===== src/rtl/imem_axil_rd_responder_pkg.sv =====
// ---------------------------------------------------------------------------
// imem_axil_rd_responder_pkg : shared bus types, RRESP codes, FSM states
// Revision 1.0
// ---------------------------------------------------------------------------
`default_nettype none

package imem_axil_rd_responder_pkg;

  typedef logic [31:0] MemAddrBus;
  typedef logic [63:0] MemDataBus;

  localparam logic [1:0] RESP_OKAY   = 2'b00;
  localparam logic [1:0] RESP_DECERR = 2'b11;

  localparam int unsigned LAT_CNT_W = 4;

  typedef enum logic [1:0] {
    ST_IDLE = 2'd0,
    ST_WAIT = 2'd1,
    ST_RESP = 2'd2
  } state_e;

endpackage

`default_nettype wire


===== src/rtl/imem_axil_rd_responder_lat_counter.sv =====
// ---------------------------------------------------------------------------
// lat_counter : 4-bit loadable down-counter, done while the count is zero
// Revision 1.0
// ---------------------------------------------------------------------------
`default_nettype none

module lat_counter
  import imem_axil_rd_responder_pkg::*;
(
  input  logic                 clk,
  input  logic                 rst,
  input  logic                 load_i,
  input  logic [LAT_CNT_W-1:0] load_val_i,
  input  logic                 dec_i,
  output logic                 done_o
);

  logic [LAT_CNT_W-1:0] count_q;

  always_ff @(posedge clk) begin
    if (rst) begin
      count_q <= '0;
    end else if (load_i) begin
      count_q <= load_val_i;
    end else if (dec_i && (count_q != '0)) begin
      count_q <= count_q - 1'b1;
    end
  end

  assign done_o = (count_q == '0);

endmodule

`default_nettype wire


===== src/rtl/imem_axil_rd_responder_reg.sv =====
// ---------------------------------------------------------------------------
// Reg : enable-gated register with synchronous clear, used for R buffers
// Revision 1.0
// ---------------------------------------------------------------------------
`default_nettype none

module Reg #(
  parameter int unsigned WIDTH = 1
) (
  input  logic             clk,
  input  logic             rst,
  input  logic             en_i,
  input  logic [WIDTH-1:0] d_i,
  output logic [WIDTH-1:0] q_o
);

  logic [WIDTH-1:0] data_q;

  always_ff @(posedge clk) begin
    if (rst) begin
      data_q <= '0;
    end else if (en_i) begin
      data_q <= d_i;
    end
  end

  assign q_o = data_q;

endmodule

`default_nettype wire


===== src/rtl/imem_axil_rd_responder.sv =====
// ---------------------------------------------------------------------------
// imem_axil_rd_responder : AXI-lite read responder in front of the I-SRAM
// Revision 1.0
// ---------------------------------------------------------------------------
`default_nettype none

module imem_axil_rd_responder
  import imem_axil_rd_responder_pkg::*;
#(
  parameter MemAddrBus   BASE_ADDR   = 32'h8000_0000,
  parameter int unsigned DEPTH_WORDS = 4096,
  parameter int unsigned LATENCY     = 2
) (
  input  logic                           clk,
  input  logic                           rst,
  input  logic                           ARVALID_i,
  input  logic [31:0]                    ARADDR_i,
  output logic                           ARREADY_o,
  output logic                           RVALID_o,
  input  logic                           RREADY_i,
  output logic [63:0]                    RDATA_o,
  output logic [1:0]                     RRESP_o,
  output logic                           mem_ren_o,
  output logic [$clog2(DEPTH_WORDS)-1:0] mem_raddr_o,
  input  logic [63:0]                    mem_rdata_i
);

  localparam int unsigned          IDX_W     = $clog2(DEPTH_WORDS);
  localparam logic [32:0]          WIN_BYTES = 33'(DEPTH_WORDS) * 33'd8;
  localparam logic [LAT_CNT_W-1:0] LOAD_VAL  = LAT_CNT_W'(LATENCY - 2);

  state_e    state_q, state_d;
  logic      ready_en_q;
  logic      first_q;
  logic      arready_w;
  logic      rvalid_w;
  logic      hs_w;
  logic      cnt_done_w;
  MemAddrBus offset_w;
  logic      in_range_w;
  logic [1:0] rresp_w;
  MemDataBus rdata_w;

  // Wrapping subtraction makes addresses below BASE_ADDR land far out of range.
  assign offset_w    = ARADDR_i - BASE_ADDR;
  assign in_range_w  = ({1'b0, offset_w} < WIN_BYTES);
  assign mem_raddr_o = offset_w[IDX_W+2:3];

  assign hs_w      = ARVALID_i & arready_w;
  assign mem_ren_o = hs_w & in_range_w;

  always_ff @(posedge clk) begin
    if (rst) begin
      state_q    <= ST_IDLE;
      ready_en_q <= 1'b0;
      first_q    <= 1'b0;
    end else begin
      state_q    <= state_d;
      ready_en_q <= 1'b1;
      first_q    <= hs_w;
    end
  end

  always_comb begin
    state_d   = state_q;
    arready_w = 1'b0;
    rvalid_w  = 1'b0;
    case (state_q)
      ST_IDLE: begin
        arready_w = ready_en_q;
        if (ARVALID_i && ready_en_q) begin
          state_d = ST_WAIT;
        end
      end
      ST_WAIT: begin
        if (cnt_done_w) begin
          state_d = ST_RESP;
        end
      end
      ST_RESP: begin
        rvalid_w = 1'b1;
        if (RREADY_i) begin
          state_d = ST_IDLE;
        end
      end
      default: begin
        state_d = ST_IDLE;
      end
    endcase
  end

  lat_counter u_lat_counter (
    .clk        (clk),
    .rst        (rst),
    .load_i     (hs_w),
    .load_val_i (LOAD_VAL),
    .dec_i      (state_q == ST_WAIT),
    .done_o     (cnt_done_w)
  );

  Reg #(.WIDTH(2)) u_rresp_buf (
    .clk  (clk),
    .rst  (rst),
    .en_i (hs_w),
    .d_i  (in_range_w ? RESP_OKAY : RESP_DECERR),
    .q_o  (rresp_w)
  );

  // SRAM data is only valid in the first WAIT cycle; DECERR forces zero data.
  Reg #(.WIDTH(64)) u_rdata_buf (
    .clk  (clk),
    .rst  (rst),
    .en_i (first_q),
    .d_i  ((rresp_w == RESP_DECERR) ? 64'd0 : mem_rdata_i),
    .q_o  (rdata_w)
  );

  assign ARREADY_o = arready_w;
  assign RVALID_o  = rvalid_w;
  assign RDATA_o   = rdata_w;
  assign RRESP_o   = rresp_w;

endmodule

`default_nettype wire


===== config.mk =====
export PLATFORM = sky130hd
export DESIGN_NAME = imem_axil_rd_responder
export DESIGN_NICKNAME = d
export VERILOG_FILES = /design/src/rtl/imem_axil_rd_responder_pkg.sv /design/src/rtl/imem_axil_rd_responder_lat_counter.sv /design/src/rtl/imem_axil_rd_responder_reg.sv /design/src/rtl/imem_axil_rd_responder.sv
export SDC_FILE = /design/constraint.sdc
export NUM_CORES = 1
export LEC_CHECK = 0
export BUFFER_PORTS_ARGS = -buffer_cell sky130_fd_sc_hd__buf_4
export CAP_MARGIN = 15
export CORE_MARGIN = 4
export CORE_UTILIZATION = 33
export CTS_CLUSTER_SIZE = 20
export DETAILED_ROUTE_END_ITERATION = 6
export MAX_ROUTING_LAYER = met4
export PLACE_DENSITY = 0.59
export SKIP_CTS_REPAIR_TIMING = 1
export SLEW_MARGIN = 30
export SYNTH_ARGS = -nofsm -noshare
export SYNTH_HDL_FRONTEND = slang
export SYNTH_HIERARCHICAL = 1
export SYNTH_SLANG_ARGS = --single-unit
export TNS_END_PERCENT = 5

===== constraint.sdc =====
create_clock -name clk -period 3.1 [get_ports clk]
set_clock_uncertainty 0.2 [all_clocks]
set_input_delay 0.465 -clock clk [delete_from_list [all_inputs] [get_ports clk]]
set_output_delay 0.465 -clock clk [all_outputs]
set_load 0.1 [all_outputs]

; ---- Word level (Yosys, flattened, before mapping)
; Cells that the tools add are included.
[totals]
register_bits = 74
inputBits = 100
output_inout_bits = 81
wordCells = 33
[op_classes]
addsub = 2
magnitude_cmp = 1
eq_ne = 6
muxes = 9
bitwise_logic = 2
n_reduce_logical = 7
[op_table]
columns = operator, count
row1 = $mux W64, 1
row2 = $lt A32 B16 Y1 const B, 1
row3 = $sub A32 B32 Y32 const B, 1
row4 = $mux W2, 4
row5 = $ne A2 B2 Y1 const B, 3
row6 = $pmux W2 S3, 1
row7 = $eq A2 B2 Y1 const B, 2
row8 = $logic_not A4 Y1, 1
row9 = $reduce_bool A4 Y1, 1
row10 = $sub A4 B1 Y4 const B, 1
row11 = $mux W1, 3
row12 = $reduce_and A3 Y1, 1
row13 = $and A1 B1 Y1, 2
row14 = $eq A2 B1 Y1 const B, 1
row15 = $logic_and A1 B1 Y1, 2
row16 = $logic_not A2 Y1, 1
row17 = $reduce_or A2 Y1, 1

; ---- Logic depth before layout (Yosys ltp)
[depth]
word_depth = 4
depth_mapped = 6
depth_no_buf = 6

; ---- By module
; The synthesis kept the hierarchy.
[by_module_without_submodules]
columns = mod, instances, cells_per_inst, area_per_inst_um2, seq_area_each_um2
row1 = Reg (u_rdata_buf), 1, 206, 2290.9, 1281.2
row2 = imem_axil_rd_responder, 1, 109, 725.7, 80.1
row3 = lat_counter, 1, 29, 262.8, 80.1
row4 = Reg (u_rresp_buf), 1, 6, 67.6, 40.0

; ---- Worst setup path after synthesis
; OpenSTA, ideal clock, no wires.
[synth_path]
path_type = register to output
start = register state_q[1]
end = output port mem_ren_o
t_arrival_ns = 5.861
required_ns = 2.435
path_slack_ns = -3.426
path_stages_with_launch = 4
path_buffers = 0
cell_sequence = dfxtp_1 -> nor3b_1 -> nand2_1 -> nor4_1
[synth_via]
elab_chain_len = 4
[synth_rtl]
columns = element, line
row1 = "start, declared", imem_axil_rd_responder.sv:32  ; state_e state_q, state_d;
row2 = "start signal, assigned", imem_axil_rd_responder.sv:58  ; state_q <= state_d;
row3 = $logic_not A2 Y1, imem_axil_rd_responder.sv:68  ; case (state_q)
row4 = $mux W1, imem_axil_rd_responder.sv:68
row5 = net ARREADY_o, imem_axil_rd_responder.sv:18  ; output logic ARREADY_o,
row6 = $and A1 B1 Y1, imem_axil_rd_responder.sv:49  ; assign hs_w = ARVALID_i & arready_w;
row7 = $and A1 B1 Y1, imem_axil_rd_responder.sv:50  ; assign mem_ren_o = hs_w & in_range_w;
row8 = "end, declared", imem_axil_rd_responder.sv:23  ; output logic mem_ren_o,
; The timed path passes the listed nets, and every way through them passes these cells.

; ---- Worst setup path after layout
[layout_path]
start = input port ARADDR_i[18]
end = output port mem_ren_o
[layout_via]
elab_chain_len = 3
[layout_rtl]
columns = element, line
row1 = "start, declared", imem_axil_rd_responder.sv:17  ; input logic [31:0] ARADDR_i,
row2 = $sub A32 B32 Y32, imem_axil_rd_responder.sv:45  ; assign offset_w = ARADDR_i - BASE_ADDR;
row3 = $lt A32 B16 Y1, imem_axil_rd_responder.sv:46  ; assign in_range_w = ({1'b0, offset_w} < WIN_BYTES);
row4 = $and A1 B1 Y1, imem_axil_rd_responder.sv:50
; No other way between the ends.

==> impl_metrics.csv <==
group,metric,value,unit
grt,overflow,0,
layout,areaGrowthSynthToFinish,40.3,%
logic_synthesis,syn-cell-area,3350,um2
floorplan,ios,181,
logic_synthesis,yosysTopAreaCellShare,44.3,%
logic_synthesis,ys_seq_elements,74,
outcome,status,"complete, no violations",
sta,drv_slew,0,
routing,drt-total-wl,8.18,mm
routing,drt_iter0_markers,83,
routing,viasPerCell,4.43,
logic_synthesis,ys_types,32,
placed_design,gp_congestion,0.757,
logic_synthesis,synth_area_leaders,"dfxtp_1 (44%), mux2i_1 (20%), and2_1 (12%)",
layout,diodes,0,
routing,dr.pass1.iters,4,
grt,grt_pass1_vias,2820,
sta,final_period_minus_worst_setup_slack,2.23,ns
floorplan,core.rowCount,36,
logic_synthesis,seq_area_frac_synth,44.3,%
clocking,cts.path.max_buffers,2,
critical_path,crit_arrival,1.56,ns
pwr,p_leak,2.04,nW
sta,fin_setup_tns,0,ns
sta,period_share,71.8,%
sta,slew_headroom,64.4,%
critical_path,cp-start-kind,"input port",
sta,finalHoldViolations,0,
hold_path,hp-class,"in2reg",
pwr,ir_drop,0.000265,V
logic_synthesis,syn_inst,350,
floorplan,core,9820,um2
routing,drtAntennaViolNets,0,
routing,drc,0,
critical_path,path_cells,"buf_4, nor4_1, nand2_1, nor4_4, buf_4",
clocking,cts_tree,"built",
job,maxCapViolCount,0,
grt,antenna_found_initial,0,
logic_synthesis,syn_avg_cell_area,9.56,um2
critical_path,path_max_fanout,2,
critical_path,endpoint_kind,"output pin",
logic_synthesis,ys_warn_count,6,
placed_design,place_hpwl,5.83,mm
grt,grt_usage,14.1,%
clocking,h-tree-depth,3,
sta,fmax,0.449,GHz
critical_path,crit_path_frequent_cell,"buf_4",
clocking,clk_pin_slew_worst_paths,0.08,ns
grt,grt_pass1_wl,13.1,mm
routing,wl_per_cell,13.0,um
floorplan,die_y,109,um
critical_path,max_stage_delay,0.32,ns
sta,finalSetupViolations,0,
floorplan,dieArea,11800,um2
floorplan,initial_utilization,34.1,%
critical_path,critical_path_required,2.43,ns
sta,finalHoldWorstSlack,0.207,ns
sta,max_slew.worst_pin.slew,0.533,ns
layout,drive_gt1_share,37.0,%
routing,vias,2778,
logic_synthesis,synth_area_leader_cell,"dfxtp_1",
pwr,p_per_area,488,nW/um2
critical_path,cp_slowest_cell,"buf_4",
clocking,cts-root-buf,"clkbuf_8",
clocking,numCtsBuffers,9,
placed_design,placement.io_buffers,153,
critical_path,critPathKind,"in2out",
sta,rsz0062_at_grt,"no",
layout,nets,590,
clocking,clock_sinks,74,
clocking,clock_latency,0.34,ns
grt,grt_max_degree,48,
floorplan,fp.dieW,109,um
[kinds of logic (layout without fill, tap and decap cells)]
kind of cell	Yosys count	after routing	share of synthesized area, %
AND/OR/NAND/NOR	160	160	24.7
flip-flops	74	74	44.3
multiplexers	67	67	20.0
buffers and inverters	39	180	8.00
AO/OA/AOI/OAI	8	8	2.47
adder cells (fa/ha/maj)	1	1	0.374
other	1	4	0.112
[synthesized netlist by cell type]
cell	number
a2111oi_4	1
a211oi_1	1
a21o_1	1
a21oi_1	1
a22oi_1	1
a311o_1	1
a311oi_1	2
and2_1	64
buf_1	6
buf_4	12
buf_6	1
buf_8	6
clkbuf_1	6
clkbuf_2	1
conb_1	1
dfxtp_1	74
ha_1	1
inv_1	7
mux2i_1	67
nand2_1	7
nand2b_1	1
nand3_1	1
nand4b_1	1
nor2_1	74
nor2b_1	2
nor3_1	1
nor3b_1	1
nor4_1	2
nor4_2	1
nor4b_2	2
or3_1	2
or3b_4	1
[critical path: cells and delay by family]
kind                   cells  cell delay (ns)
buffers and inverters      2             0.43
and+or+nand+nor            3             0.66
[through the flow]
step / instance area (um2) / instances / total power [mW] / util (%) / setup WS (ns)
after global placement: 4510 / 611 / 1.61 / 45.9 / 0.866
after CTS: 4700 / 627 / 2.34 / 47.8 / 0.841
after detailed placement: 4510 / 611 / 1.61 / 45.9 / 0.868
after global routing: 4700 / 627 / 2.41 / 47.8 / 0.783
after floorplan: 3390 / 353 / 1.53 / - / -0.0532
final: 4700 / 627 / 2.29 / 47.8 / 0.874
[power breakdown]
group          internal, mW  switching [mW]  total, mW
sequential            0.990          0.0319       1.02
clock                 0.339           0.368      0.707
combinational         0.199           0.364      0.563
[registers in the layout (all words and copies together), names as in the netlist]
signal                 count
u_lat_counter/count_q      4
first_q                    1
u_rdata_buf/q_o           64
ready_en_q                 1
state_q                    2
u_rresp_buf/q_o            2
[path summary, 6_finish.rpt]
check,from,end,slack [ns],cells after the start
max,ARADDR_i[18],mem_ren_o,0.87,5
min,ARVALID_i,first_q$_SDFF_PP0_,0.21,3
max reg2reg,u_lat_counter/count_q[1]$_SDFFE_PP0P_,u_lat_counter/count_q[1]$_SDFFE_PP0P_,1.22,5
min reg2reg,u_rdata_buf/q_o[22]$_SDFFE_PP0P_,u_rdata_buf/q_o[22]$_SDFFE_PP0P_,0.30,2
[metal layers]
| metal | track usage (%) | part of all wire (%) | vias to the layer above | routed length, um |
|---|---|---|---|---|
| li1 | - | - | 1403 | - |
| met1 | 16.6 | 42 | 1262 | 3440 |
| met2 | 23.1 | 48 | 96 | 3950 |
| met3 | 3.43 | 7.5 | 17 | 616 |
| met4 | 6.13 | 2.1 | 0 | 170 |
| met5 | - | 0 | - | 0 |
[placed cells by master (no fill, tap or decap), types with 4 or more instances in the layout]
| master | count |
|---|---|
| buf_4 | 156 |
| mux2i_1 | 67 |
| clkbuf_8 | 11 |
| conb_1 | 4 |
| nand2_1 | 6 |
| nor2_1 | 74 |
| dfxtp_1 | 72 |
| inv_1 | 7 |
| and2_1 | 64 |
[cell type report]
cell class,count,area [um2]
Tap cell,133,166
Multi-Input combinational cell,240,1640
Inverter,7,26.3
Sequential cell,74,1490
Timing Repair Buffer,157,1190
Clock buffer,11,151
Fill cell,967,5120
Clock inverter,5,36.3
Note: power is estimated with default switching activity, not from simulation.
